## src/rtl/control_unit.sv

```systemverilog
// Multi-cycle control unit: IDLE/FETCH/EXEC/HALT sequencer that latches an
// instruction word and decodes it into register strobes, bus-source select and ALU op.
module control_unit (
  input  logic        clk,
  input  logic        rst_n,
  input  logic        Z,
  input  logic [15:0] instruction,
  input  logic [1:0]  status,
  output logic        finish,
  output logic [16:0] write_enable,
  output logic [4:0]  read_enable,
  output logic [6:0]  increment,
  output logic [2:0]  alu
);

  typedef enum logic [1:0] {IDLE, FETCH, EXEC, HALT} state_t;

  state_t      state, state_next;
  logic [15:0] ir;
  logic [3:0]  opcode;
  logic [4:0]  dst;
  logic [4:0]  src;
  logic        unused_ir_bits;

  assign opcode         = ir[15:12];
  assign dst            = ir[11:7];
  assign src            = ir[6:2];
  assign unused_ir_bits = ^ir[1:0];

  // Out-of-range destinations decode to no strobe rather than wrapping.
  function automatic logic [16:0] write_onehot(input logic [4:0] d);
    return (d < 5'd17) ? (17'd1 << d) : 17'd0;
  endfunction

  function automatic logic [6:0] inc_onehot(input logic [4:0] d);
    return (d < 5'd7) ? (7'd1 << d[2:0]) : 7'd0;
  endfunction

  always_ff @(posedge clk or negedge rst_n) begin
    if (!rst_n) begin
      state <= IDLE;
      ir    <= 16'd0;
    end else begin
      state <= state_next;
      if (state == FETCH && status[0])
        ir <= instruction;
    end
  end

  always_comb begin
    state_next   = state;
    finish       = 1'b0;
    write_enable = 17'd0;
    read_enable  = 5'd0;
    increment    = 7'd0;
    alu          = 3'd0;
    case (state)
      IDLE: begin
        if (status[1])
          state_next = FETCH;
      end
      FETCH: begin
        if (status[0]) begin
          increment  = 7'd1;
          state_next = EXEC;
        end
      end
      EXEC: begin
        state_next = FETCH;
        case (opcode)
          4'd0: ;
          4'd1: begin
            read_enable  = src;
            write_enable = write_onehot(dst);
          end
          4'd2: increment = inc_onehot(dst);
          4'd3: begin
            // Load waits here until memory reports ready.
            read_enable = src;
            if (status[0])
              write_enable = write_onehot(dst);
            else
              state_next = EXEC;
          end
          4'd4: begin
            read_enable  = src;
            write_enable = 17'd1;
          end
          4'd5: begin
            if (Z) begin
              read_enable  = src;
              write_enable = 17'd1;
            end
          end
          4'd6: begin
            if (!Z) begin
              read_enable  = src;
              write_enable = 17'd1;
            end
          end
          4'd7: state_next = HALT;
          default: begin
            alu          = opcode[2:0];
            read_enable  = src;
            write_enable = 17'h10000;
          end
        endcase
      end
      HALT: begin
        finish = 1'b1;
      end
      default: state_next = IDLE;
    endcase
  end

endmodule

```

## config.mk

```make
export PLATFORM = sky130hd
export DESIGN_NAME = control_unit
export DESIGN_NICKNAME = d
export VERILOG_FILES = /design/src/rtl/control_unit.sv
export SDC_FILE = /design/constraint.sdc
export NUM_CORES = 1
export LEC_CHECK = 0
export ABC_AREA = 0
export BUFFER_PORTS_ARGS = -buffer_cell sky130_fd_sc_hd__buf_4
export CORE_AREA = 10 10 75 52
export CTS_CLUSTER_DIAMETER = 50
export DETAILED_ROUTE_END_ITERATION = 16
export DIE_AREA = 0 0 85 62
export PLACE_DENSITY = 0.73
export REMOVE_ABC_BUFFERS = 1
export SLEW_MARGIN = 20
export SYNTH_ARGS = -nofsm -noshare
export SYNTH_HDL_FRONTEND = slang
export SYNTH_SLANG_ARGS = --single-unit
```

## constraint.sdc

```tcl
create_clock -name clk -period 2.23 [get_ports clk]
set_clock_uncertainty 0.05 [all_clocks]
set_input_delay 0.446 -clock clk [delete_from_list [all_inputs] [get_ports clk]]
set_output_delay 0.446 -clock clk [all_outputs]
set_load 0.005 [all_outputs]
```

== Word-level counts from Yosys, hierarchy flattened ==
Cells that the tools add are included.
Word-level totals
  logic and storage cells: 47
  register bits: 18
  output and inout bits: 33
  bits of input ports: 21
Cells by class
  equal/unequal tests: 12
  shift operators: 2
  reduce and logical (&&, ||, !) cells: 7
  $lt $le $gt $ge: 2
  muxes and demuxes: 22
Operator list (count)
  $pmux W17 S6: 1
  $mux W17: 3
  $shl A1 B5 Y17 const A: 1
  $eq A4 B3 Y1 const B: 4
  $mux W5: 3
  $pmux W5 S3: 1
  $mux W7: 2
  $pmux W7 S2: 1
  $eq A4 B2 Y1 const B: 2
  $reduce_or A8 Y1: 1
  $shl A1 B3 Y7 const A: 1
  $mux W2: 3
  $mux W3: 2
  $pmux W2 S3: 1
  $lt A5 B3 Y1 const B: 1
  $lt A5 B5 Y1 const B: 1
  $eq A2 B2 Y1 const B: 2
  $eq A4 B1 Y1 const B: 1
  $logic_not A4 Y1: 1
  $mux W1: 4
  $ne A2 B2 Y1 const B: 2
  $pmux W2 S2: 1
  $reduce_and A3 Y1: 1
  $reduce_bool A3 Y1: 1
  4 further kinds: 4

== Logic depth before layout (Yosys ltp) ==
  word-level depth: 5
  mapped depth: 7
  mapped depth without buffers: 6

== Worst setup path after synthesis ==
No wires, ideal clock.
  path kind: reg-to-output
  from: reg state[0]
  to: out increment[4]
  arrival: 1508 ps
  slack: 226 ps
  cell stages (with the launch flop): 8
  path through: dfrtp_1 inv_1 ha_1 clkbuf_2 nor3b_4 and4b_2 nand3b_1 nor2_1
Between the ends
  cells in the longest elaborated chain, start to end: 2
  elaborated cells on any way between the ends: 3
RTL lines
  start: declaration: line 18  | state_t state, state_next;
  start signal: assignment: line 44  | state <= state_next;
  $eq A2 B2 Y1 or $eq A2 B1 Y1 (tied branches): line 57  | case (state)
  $pmux W7 S2 *: line 57
  end: declaration: line 12  | output logic [6:0] increment,
Mark *: on every way between the ends. The rest lies on a longest branch, timed or not.

== Final worst setup path ==
  from: reg state[0]
  to: out increment[6]
Same word-level chain as after synthesis.

==> out/qor.csv <==
stage;metric;value;unit
logic_synthesis;synth_flop_cell;dfrtp_1;
drt;ant_nets;0;
floorplan;io_pins;54;
power_and_ir_drop;pwr_density_cell;1050;nW/um^2
timing;setup_tns;0;ns
drt;wl_met3;370;um
setup_path;path_cells;inv_2 > ha_4 > nor3b_4 > and4b_2 > nand3b_1 > nor2_1 > buf_4;
clocking;clock_sinks;16;
logic_synthesis;syn_avg_cell_area;9.50;um^2
timing;setup_viol;0;
logic_synthesis;synthTopCellsByArea;dfrtp_1 37%, mux2_2 15%, nor2_1 8.7%;
logic_synthesis;synth_common_cells;25 x nor2_1, 16 x dfrtp_1, 14 x mux2_2;
logic_synthesis;synth_warnings;0;
timing;rsz0062_at_grt;yes;
logic_synthesis;synth_top_cell_by_area;dfrtp_1;
logic_synthesis;ys_types;37;
floorplan;num_rows;15;
global_route;overflow;0;
run;maxCapViolCount;0;
outcome;status;completed;
clocking;root_buffer;clkbuf_8;
setup_path;critical_path_required;1.73;ns
setup_path;path_class;reg -> out;
drt;wl_met1;1470;um
timing;fin_crit_sh;0.986;
clocking;cts_made_buffers;3;
placement;dp_hpwl;2540;um
clocking;clk_latency;0.25;ns
setup_path;path_max_fanout;4;
timing;post-route-min-period;2.20;ns
timing;tightest_slew;0.353;ns
power_and_ir_drop;clkPwrFrac;0.151;
clocking;htreeDepth;1;
logic_synthesis;synth-edff-count;0;
power_and_ir_drop;finalPower;1.74;mW
placement;place_congestion;0.821;
drt;post-route-drc-count;0;
power_and_ir_drop;p_int;1.07;mW
setup_path;crit_family;simple AND/OR/NAND/NOR gates;
finish;layout.nets;202;
timing;fmax;0.455;GHz
drt;via_per_inst;4.91;
power_and_ir_drop;switchingPower;668;uW
logic_synthesis;seq_area_frac_synth;0.370;
finish;area_delta_synth_final;52.9;%
power_and_ir_drop;sw_frac_of_total;0.384;
global_route;grt_pass1_vias;1036;
drt;first_iter_violations;57;
logic_synthesis;synthCells;114;
finish;fill_cells;236;
worst_hold_path;min_path_type;in -> reg;
clocking;cts_tree;yes;
finish;final_util;0.626;
power_and_ir_drop;combPwrFrac;0.507;
global_route;grt_antenna_before_repair;0;
placement;io_buffers;51;
power_and_ir_drop;max-vdd-ir-drop;0.480;mV
setup_path;critPathLaunchType;flip-flop;
power_and_ir_drop;p_seq_frac;0.342;
timing;slew_headroom;0.765;
timing;drv_slew;0;
floorplan;die_area;5270;um^2
logic_synthesis;synthArstFlopShare;1.00;
drt;top_layer;met4;
logic_synthesis;synth_top_area_share;0.370;
timing;hold_viol;0;
clocking;cts.clk_slew.worst_paths;0.07;ns
global_route;grt_usage;0.116;
floorplan;coreArea;2650;um^2
setup_path;cpMaxStageDelayCell;dfrtp_1;
drt;dr.pass1.iters;4;
global_route;grt_max_degree;17;
finish;antenna_cells;0;
logic_synthesis;synth_most_common_cell;nor2_1;
drt;route.met2.wl;1350;um
logic_synthesis;ys_seq_elements;16;
floorplan;die_h;62;um
setup_path;end_kind;output pin;
setup_path;arrival;1.70;ns
logic_synthesis;syn_area;1080;um^2
drt;wire_per_inst;15.3;um
setup_path;crit_buf_inv;2;
floorplan;dieWidth;85;um
drt;vias;1027;
global_route;grt_pass1_wl;4910;um
clocking;clock_path_buffers;2;
finish;drive_above_1_share;0.571;
setup_path;slowest_delay;0.39;ns
power_and_ir_drop;leakage;0.801;nW
drt;finalWirelength;3200;um
floorplan;start_util;0.409;
## power by group through the flow
stage               Combinational [mW]  Clock (mW)  Sequential [mW]
global route                     0.972       0.283            0.620
global placement                 0.772           0            0.588
floorplan                        0.535           0            0.576
finish                           0.881       0.263            0.594
CTS                              0.842       0.271            0.592
detailed placement               0.802           0            0.600
## worst register-to-register path, cell delays in order, from the launching register on
cell and delay [ns]:
dfrtp_1 0.39, buf_4 0.15, ha_1 0.25, nand2_1 0.13
buf_4 0.24, mux2_2 0.37
## area by class of cell
cell class | instances | area, um^2 | area share
clock buffers | 4 | 55.1 | 0.0332
inverters | 4 | 15.0 | 0.00906
multi-input cells | 91 | 688 | 0.415
flip-flops and latches | 16 | 403 | 0.243
well taps | 34 | 42.5 | 0.0257
repair buffers | 60 | 453 | 0.273
## kinds of logic (layout without fill, tap and decap cells)
| logic type | Yosys count | in the layout | synth area share |
|---|---|---|---|
| mux | 16 | 16 | 0.164 |
| simple gates | 61 | 61 | 0.318 |
| compound gates | 9 | 9 | 0.0647 |
| fa+ha+maj | 5 | 5 | 0.0577 |
| flops | 16 | 16 | 0.370 |
| buf+inv | 7 | 68 | 0.0265 |
## worst paths after layout
check                                     startpoint                  to  slack, ns  cells past startpoint
min in group asynchronous                      rst_n   ir[8]$_DFFE_PN0P_       0.55                      2
worst max register to register  state[0]$_DFFE_PN0P_  ir[11]$_DFFE_PN0P_       0.53                      5
worst max-delay path            state[0]$_DFFE_PN0P_        increment[6]       0.03                      7
worst min register to register     ir[3]$_DFFE_PN0P_   ir[3]$_DFFE_PN0P_       0.45                      1
max in group asynchronous                      rst_n  ir[14]$_DFFE_PN0P_       1.37                      2
worst min-delay path                 instruction[13]  ir[13]$_DFFE_PN0P_       0.37                      2
## sequential cells by signal, indices dropped and copies added, names as in the netlist
signal,flops
state,2
ir,14
## routing by layer
| metal | GRT usage | up-vias |
|---|---|---|
| li1 | - | 512 |
| met1 | 0.137 | 467 |
| met2 | 0.180 | 46 |
| met3 | 0.0716 | 2 |
| met4 | 0.0210 | 0 |
| met5 | 0 | - |
## through the flow
stage | hold WS (ns) | instances | worst slack (ns) | area [um^2]
6_report | 0.371 | 209 | 0.0320 | 1660
5_1_grt | 0.361 | 209 | -0.0883 | 1660
4_1_cts | 0.366 | 207 | 0.00326 | 1620
3_5_place_dp | 0.271 | 200 | 0.0818 | 1530
3_3_place_gp | 0.265 | 200 | 0.170 | 1530
2_1_floorplan | 0.100 | 111 | 0.237 | 1070
## timing repair
item,4_1_cts,5_1_grt
hold buffers,1,0
resized for setup,4,8
hold endpoints to repair,16,0
pin swaps,2,6
endpoints found under the setup margin,11,26
buffers inserted,2,2
## cells in the final DEF (no fill, tap or decap), types with 2 or more instances in the layout
cell type,count
mux2i_1,2
buf_4,59
clkbuf_8,4
a31oi_1,2
and2_1,5
inv_1,3
nand2_2,2
nand2b_1,3
and3_1,2
dfrtp_1,14
ha_1,4
nand3_1,2
mux2_2,14
nor2_1,22
dfrtp_2,2
nor2_2,4
nand3_2,2
nand2_1,6
(Power assumes the default switching activity.)
